**src/rtl/serial_comparator_2bit.sv**
```systemverilog
`timescale 1ns/1ps
// serial_comparator_2bit
//   Bit-serial unsigned magnitude comparator. Captures an operand pair on the
//   input handshake. Scans it MSB-first, one bit per clock. Presents exactly one
//   of a_eq_b / a_lt_b / a_gt_b. The result is held until the output handshake.
//
//   Optional build macro: SERIAL_CMP_EARLY_DONE_EN
//     When defined, the scan stops on the edge that finds the first differing bit.
//     When undefined, the scan always takes WIDTH cycles.
//
// Ports
//   clk, rst_n              clock, asynchronous active-low reset
//   in_valid / in_ready     operand handshake (in_ready high only in IDLE)
//   a, b                    WIDTH-bit unsigned operands
//   out_valid / out_ready   result handshake
//   a_eq_b, a_lt_b, a_gt_b  result flags (meaningful while out_valid)
//   busy                    high while comparing or holding a result
module serial_comparator_2bit #(
  parameter int unsigned WIDTH = 2
) (
  input  logic             clk,
  input  logic             rst_n,
  input  logic             in_valid,
  output logic             in_ready,
  input  logic [WIDTH-1:0] a,
  input  logic [WIDTH-1:0] b,
  output logic             out_valid,
  input  logic             out_ready,
  output logic             a_eq_b,
  output logic             a_lt_b,
  output logic             a_gt_b,
  output logic             busy
);

  localparam int unsigned IW = $clog2(WIDTH + 1);

  typedef enum logic [1:0] {
    S_IDLE = 2'd0,
    S_CMP  = 2'd1,
    S_DONE = 2'd2
  } state_t;

  state_t           r_state, w_state_nxt;
  logic [WIDTH-1:0] r_a, r_b, w_a_nxt, w_b_nxt;
  logic [IW-1:0]    r_idx, w_idx_nxt;
  logic             r_decided, r_lt, r_gt;
  logic             w_decided_nxt, w_lt_nxt, w_gt_nxt;
  logic             r_out_valid, r_eq_o, r_lt_o, r_gt_o;
  logic             w_out_valid_nxt, w_eq_o_nxt, w_lt_o_nxt, w_gt_o_nxt;
  logic             w_bit_a, w_bit_b, w_diff, w_last, w_cmp_end;

  // The bit under inspection always sits at the MSB of the shift registers.
  assign w_bit_a = r_a[WIDTH-1];
  assign w_bit_b = r_b[WIDTH-1];
  // Only the first differing bit may set the flags.
  assign w_diff  = !r_decided && (w_bit_a != w_bit_b);
  assign w_last  = (r_idx == '0);

`ifdef SERIAL_CMP_EARLY_DONE_EN
  assign w_cmp_end = w_last || w_diff;
`else
  assign w_cmp_end = w_last;
`endif

  assign in_ready  = (r_state == S_IDLE);
  assign busy      = (r_state != S_IDLE);
  assign out_valid = r_out_valid;
  assign a_eq_b    = r_eq_o;
  assign a_lt_b    = r_lt_o;
  assign a_gt_b    = r_gt_o;

  // State register and datapath registers.
  always_ff @(posedge clk or negedge rst_n) begin
    if (!rst_n) begin
      r_state     <= S_IDLE;
      r_a         <= '0;
      r_b         <= '0;
      r_idx       <= '0;
      r_decided   <= 1'b0;
      r_lt        <= 1'b0;
      r_gt        <= 1'b0;
      r_out_valid <= 1'b0;
      r_eq_o      <= 1'b0;
      r_lt_o      <= 1'b0;
      r_gt_o      <= 1'b0;
    end else begin
      r_state     <= w_state_nxt;
      r_a         <= w_a_nxt;
      r_b         <= w_b_nxt;
      r_idx       <= w_idx_nxt;
      r_decided   <= w_decided_nxt;
      r_lt        <= w_lt_nxt;
      r_gt        <= w_gt_nxt;
      r_out_valid <= w_out_valid_nxt;
      r_eq_o      <= w_eq_o_nxt;
      r_lt_o      <= w_lt_o_nxt;
      r_gt_o      <= w_gt_o_nxt;
    end
  end

  // Next-state and next-output logic.
  always_comb begin
    w_state_nxt     = r_state;
    w_a_nxt         = r_a;
    w_b_nxt         = r_b;
    w_idx_nxt       = r_idx;
    w_decided_nxt   = r_decided;
    w_lt_nxt        = r_lt;
    w_gt_nxt        = r_gt;
    w_out_valid_nxt = r_out_valid;
    w_eq_o_nxt      = r_eq_o;
    w_lt_o_nxt      = r_lt_o;
    w_gt_o_nxt      = r_gt_o;

    case (r_state)
      S_IDLE: begin
        if (in_valid) begin
          w_a_nxt       = a;
          w_b_nxt       = b;
          w_idx_nxt     = IW'(WIDTH - 1);
          w_decided_nxt = 1'b0;
          w_lt_nxt      = 1'b0;
          w_gt_nxt      = 1'b0;
          w_state_nxt   = S_CMP;
        end
      end
      S_CMP: begin
        w_a_nxt   = r_a << 1;
        w_b_nxt   = r_b << 1;
        w_idx_nxt = r_idx - IW'(1);
        if (w_diff) begin
          w_lt_nxt      = w_bit_b;
          w_gt_nxt      = w_bit_a;
          w_decided_nxt = 1'b1;
        end
        // The flags include the bit resolved on this same edge.
        if (w_cmp_end) begin
          w_state_nxt     = S_DONE;
          w_out_valid_nxt = 1'b1;
          w_eq_o_nxt      = !w_decided_nxt;
          w_lt_o_nxt      = w_lt_nxt;
          w_gt_o_nxt      = w_gt_nxt;
        end
      end
      S_DONE: begin
        if (out_ready) begin
          w_state_nxt     = S_IDLE;
          w_out_valid_nxt = 1'b0;
          w_eq_o_nxt      = 1'b0;
          w_lt_o_nxt      = 1'b0;
          w_gt_o_nxt      = 1'b0;
        end
      end
      default: begin
        w_state_nxt = S_IDLE;
      end
    endcase
  end

endmodule

```
**config.mk**
```make
export PLATFORM = sky130hd
export DESIGN_NAME = serial_comparator_2bit
export DESIGN_NICKNAME = d
export VERILOG_FILES = /design/src/rtl/serial_comparator_2bit.sv
export SDC_FILE = /design/constraint.sdc
export NUM_CORES = 1
export LEC_CHECK = 0
export ABC_AREA = 1
export CORE_UTILIZATION = 35
export DETAILED_ROUTE_END_ITERATION = 16
export GPL_TIMING_DRIVEN = 0
export SLEW_MARGIN = 20
export SYNTH_ARGS = -nofsm -noshare
export SYNTH_HDL_FRONTEND = slang
export SYNTH_SLANG_ARGS = --single-unit
```
**constraint.sdc**
```tcl
create_clock -name clk -period 1.4 [get_ports clk]
set_input_delay 0.21 -clock clk [delete_from_list [all_inputs] [get_ports clk]]
set_output_delay 0.21 -clock clk [all_outputs]
set_load 0.03 [all_outputs]
```
# Word level (Yosys, flattened, before mapping)
# Cells that the tools add are included.
[op_classes]
n_addsub = 1
n_eq_ne = 6
mux = 26
reduce_logical = 11
[op_table]
columns = ["op", "n"]
rows = [
  ["one-hot mux 1 bit (2 select lines)", 7],
  ["one-hot mux 2 bit (2 select lines)", 3],
  ["2-to-1 mux 1 bit", 10],
  ["2-to-1 mux 2 bit", 5],
  ["inequality test 2 bit, second input constant", 3],
  ["one-hot mux 2 bit (3 select lines)", 1],
  ["AND reduction 3 bit", 2],
  ["nonzero test 2 bit", 3],
  ["zero test 2 bit", 2],
  ["equality test 2 x 1 -> 1 bit, second input constant", 1],
  ["equality test 2 bit, second input constant", 1],
  ["zero test 1 bit", 2],
  ["AND reduction 2 bit", 1],
  ["subtractor 2 x 1 -> 2 bit, second input constant", 1],
  ["logical AND 1 bit", 1],
  ["inequality test 1 bit", 1],
]
[word_totals]
regBits = 15
input_bits = 8
out_inout_bits = 6
word_cells = 55

# Depth between registers and ports, before layout
[logic_depth]
depth_word = 7
depth_mapped = 6
ltp_nobuf = 6

# Least setup slack after synthesis
# No wires, ideal clock.
[synth_path]
path_type = "register to register"
start = "reg r_state[0]"
end = "reg r_state[0]"
setup_time_ns = 0.084
arrival_ns = 1.143
required_ns = 1.316
setup_slack_ns = 0.173
stages_incl_launch_ff = 4
n_path_buf = 0
period_less_slack_ns = 1.227
cell_sequence = "dfrtp_1 > nor2_2 > inv_2 > o22ai_1"
[synth_via]
elab_chain_cells = 3
word_cells_on_any_way = 8
cone_classes = "eq/ne (5); mux (1); reduce/logical (2)"
[synth_lines]
columns = ["item", "line", "source"]
rows = [
  ["from (decl)", "43", "state_t r_state, w_state_nxt;"],
  ["from (signal assigned)", "87", "r_state <= w_state_nxt;"],
  ["zero test 2 bit *", "n/a", ""],
  ["via in_ready", "24", "output logic in_ready,"],
  ["inequality test 2 bit (no line)", "n/a", ""],
  ["AND reduction 3 bit (no line)", "n/a", ""],
]
# Mark *: on every way through the listed nets, which the timed path passes. The rest lies on a longest branch.
# A chain may end at the register's enable or synchronous reset.

# Worst setup path in the final report
[layout_path]
start = "reg r_state[1]"
end = "out busy"
[layout_via]
elab_chain_cells = 1
[layout_lines]
columns = ["item", "line", "source"]
rows = [
  ["nonzero test 2 bit", "66", "assign busy = (r_state != S_IDLE);"],
  ["to (decl)", "32", "output logic busy"],
]
# No other way between the ends.

==> run metrics <==
Hold Vio Cnt, Final=0; Die Y=47.2 um; Crit-path slowest cell=dfrtp_2; Power Density=2130 nW/um^2; cell area after synthesis=714 um^2; clk sinks=15; final WL=1.29 mm; number of global-route vias before repair=508; critical path fanouts, max=3; leak pwr=0.473 nW; htree depth=1; IO buf count=13; most frequent cells in the layout=nand2_1, nand3_1, dfrtp_1; Critical Path AT=1.08 ns; status=finished clean; clock root buffer=clkbuf_4; RSZ-0062 raised after global routing=false; TritonRoute pass-1 iters=5; area of the multi-input gates=287 um^2; largest net degree at the start of global routing=16; grt total ovfl=0; I/O Pins=14; clock-pin slew of the registers on the worst-case setup and hold paths=0.08 ns; post-synth cell types=18; commonest non-fill, non-tap cell in the layout=nand2_1; syn_area_per_cell=8.71 um^2; placed cell areas=876 um^2; Core Region=1820 um^2; Startpoint Class=flip-flop; CP endpoint kind=output pin; Fin Clk Skew=0.000624 ns; Worst Max-Slew Pin Slew=0.684 ns; Die X=47.2 um; Longest Clk Path Bufs=2; DRC viols=0; Worst IR Drop VDD=821 uV; Routed WL per cell=10.2 um; GPL Wtd Cong=0.751; register area share after synthesis=0.525; DRT iter0 DRCs=7; Fillers=192; gr usage total=0.147; final core utilization=0.504; post-route cell area=917 um^2; layout cells sized above 1=0.196; FF-to-FF Start=r_state[1]; final period utilization=0.921; Routed Antenna Nets=0; Detailed Place HPWL=926 um; Final Max Slew Viols=0; via count=584; HP Class=input pin to async pin; Setup CP Type=flip-flop to output pin; die footprint=2230 um^2; Final setup viols=0; CTS Buf Count=3; TritonCTS clock tree=built; Rows=15; maximum clock rate=0.776 GHz; Layout Nets=112; register area=378 um^2; CP peak stage delay=0.44 ns; initial antenna violation count=0; Cell Chain, Critical Path=nor2_4 > inv_2 > buf_2; Gate Count Post-Synth=82; Period minus WS final=1.29 ns; vias per cell=4.60; initial core utilization=0.392; YS warnings=0; Worst Setup SP=r_state[1]; ant diodes=0; clk_lat worst skew=0.27 ns; Max Cap Violations=0; Layout area overhead=28.4%; Worst EP required=1.19 ns; first-pass GRT wire length=2.17 mm; Reg2Reg Setup Slack=0.21 ns; Yosys reg bits=15; relative slew slack=0.543; Net Count, Synth=91; hold buffers post-CTS=0
==> report_power, final <==
group          internal [mW]  total [mW]  switching, mW
Combinational          0.366        1.01          0.647
Clock                  0.110       0.234          0.124
Sequential             0.601       0.704          0.102
==> cells in the mapped netlist <==
cell / count / area share
nand2_1: 20 / 0.11
dfrtp_1: 15 / 0.53
nand3_1: 15 / 0.11
inv_1: 11 / 0.058
o21ai_1: 3 / 0.021
inv_2: 2 / 0.011
nand2_4: 2 / 0.032
nor2_1: 2 / 0.011
o21ai_2: 2 / 0.025
o22ai_1: 2 / 0.018
a21oi_1: 1 / 0.0070
ha_1: 1 / 0.018
inv_6: 1 / 0.012
nand2_2: 1 / 0.0088
nor2_2: 1 / 0.0088
nor2_4: 1 / 0.016
o211ai_1: 1 / 0.011
o31ai_1: 1 / 0.011
==> per-stage QoR <==
stage	setup TNS [ns]	cells	power, mW	hold WS, ns	setup slack (ns)
floorplan	0	82	1.42	-0.0856	0.173
global placement	-0.377	120	1.70	0.454	-0.223
detailed placement	-0.372	120	1.71	0.459	-0.220
CTS	0	127	1.99	0.361	0.00987
global route	0	127	2.13	0.368	0.0600
finish	0	127	1.95	0.348	0.111
==> state kept, by name, summed over array words and instances (netlist names) <==
name and count:
a_eq_b 1, a_gt_b 1, a_lt_b 1, out_valid 1
r_a 2, r_b 2, r_decided 1, r_gt 1
r_idx 2, r_lt 1, r_state 2
==> layout make-up <==
| type | count | area share |
|---|---|---|
| sequential | 15 | 0.412 |
| inverter | 14 | 0.0628 |
| tap | 25 | 0.0341 |
| timing repair buffer | 16 | 0.150 |
| multi-input combinational | 53 | 0.312 |
| clock buffer | 4 | 0.0286 |
==> timing repair <==
item,4_1_cts,5_1_grt
buffers inserted,3,0
resized for setup,15,2
endpoints found under the setup margin,6,1
hold endpoints to repair,0,0
pin swaps,1,0
==> metal layers <==
metal,routed length (um),global-route usage
met5,0,0
met3,56,0.0462
met1,656,0.194
met2,565,0.211
met4,14,0.0857
==> path summary, 6_finish.rpt <==
kind,end,cells past startpoint
max in group asynchronous,r_state[0],1
setup / recovery,busy,3
min in group clk,r_a[0],2
hold / removal,r_idx[0],1
hold reg to reg,r_a[0],2
setup reg to reg,a_gt_b,7
==> kinds of logic (layout without fill, tap and decap cells) <==
group,count (synthesis),in the layout,share of synthesized area
AO/OA/AOI/OAI,10,10,0.0911
adder cells (fa/ha/maj),1,1,0.0175
buffers and inverters,14,34,0.0806
flip-flops,15,15,0.525
AND/OR/NAND/NOR,42,42,0.285
==> critical path: cells and delay by family, from the launching register on <==
kind                   cells  cell delay [ns]
DFF                        1             0.44
and+or+nand+nor            1             0.15
buffers and inverters      2             0.22
Note: power is estimated with default switching activity, not from simulation.
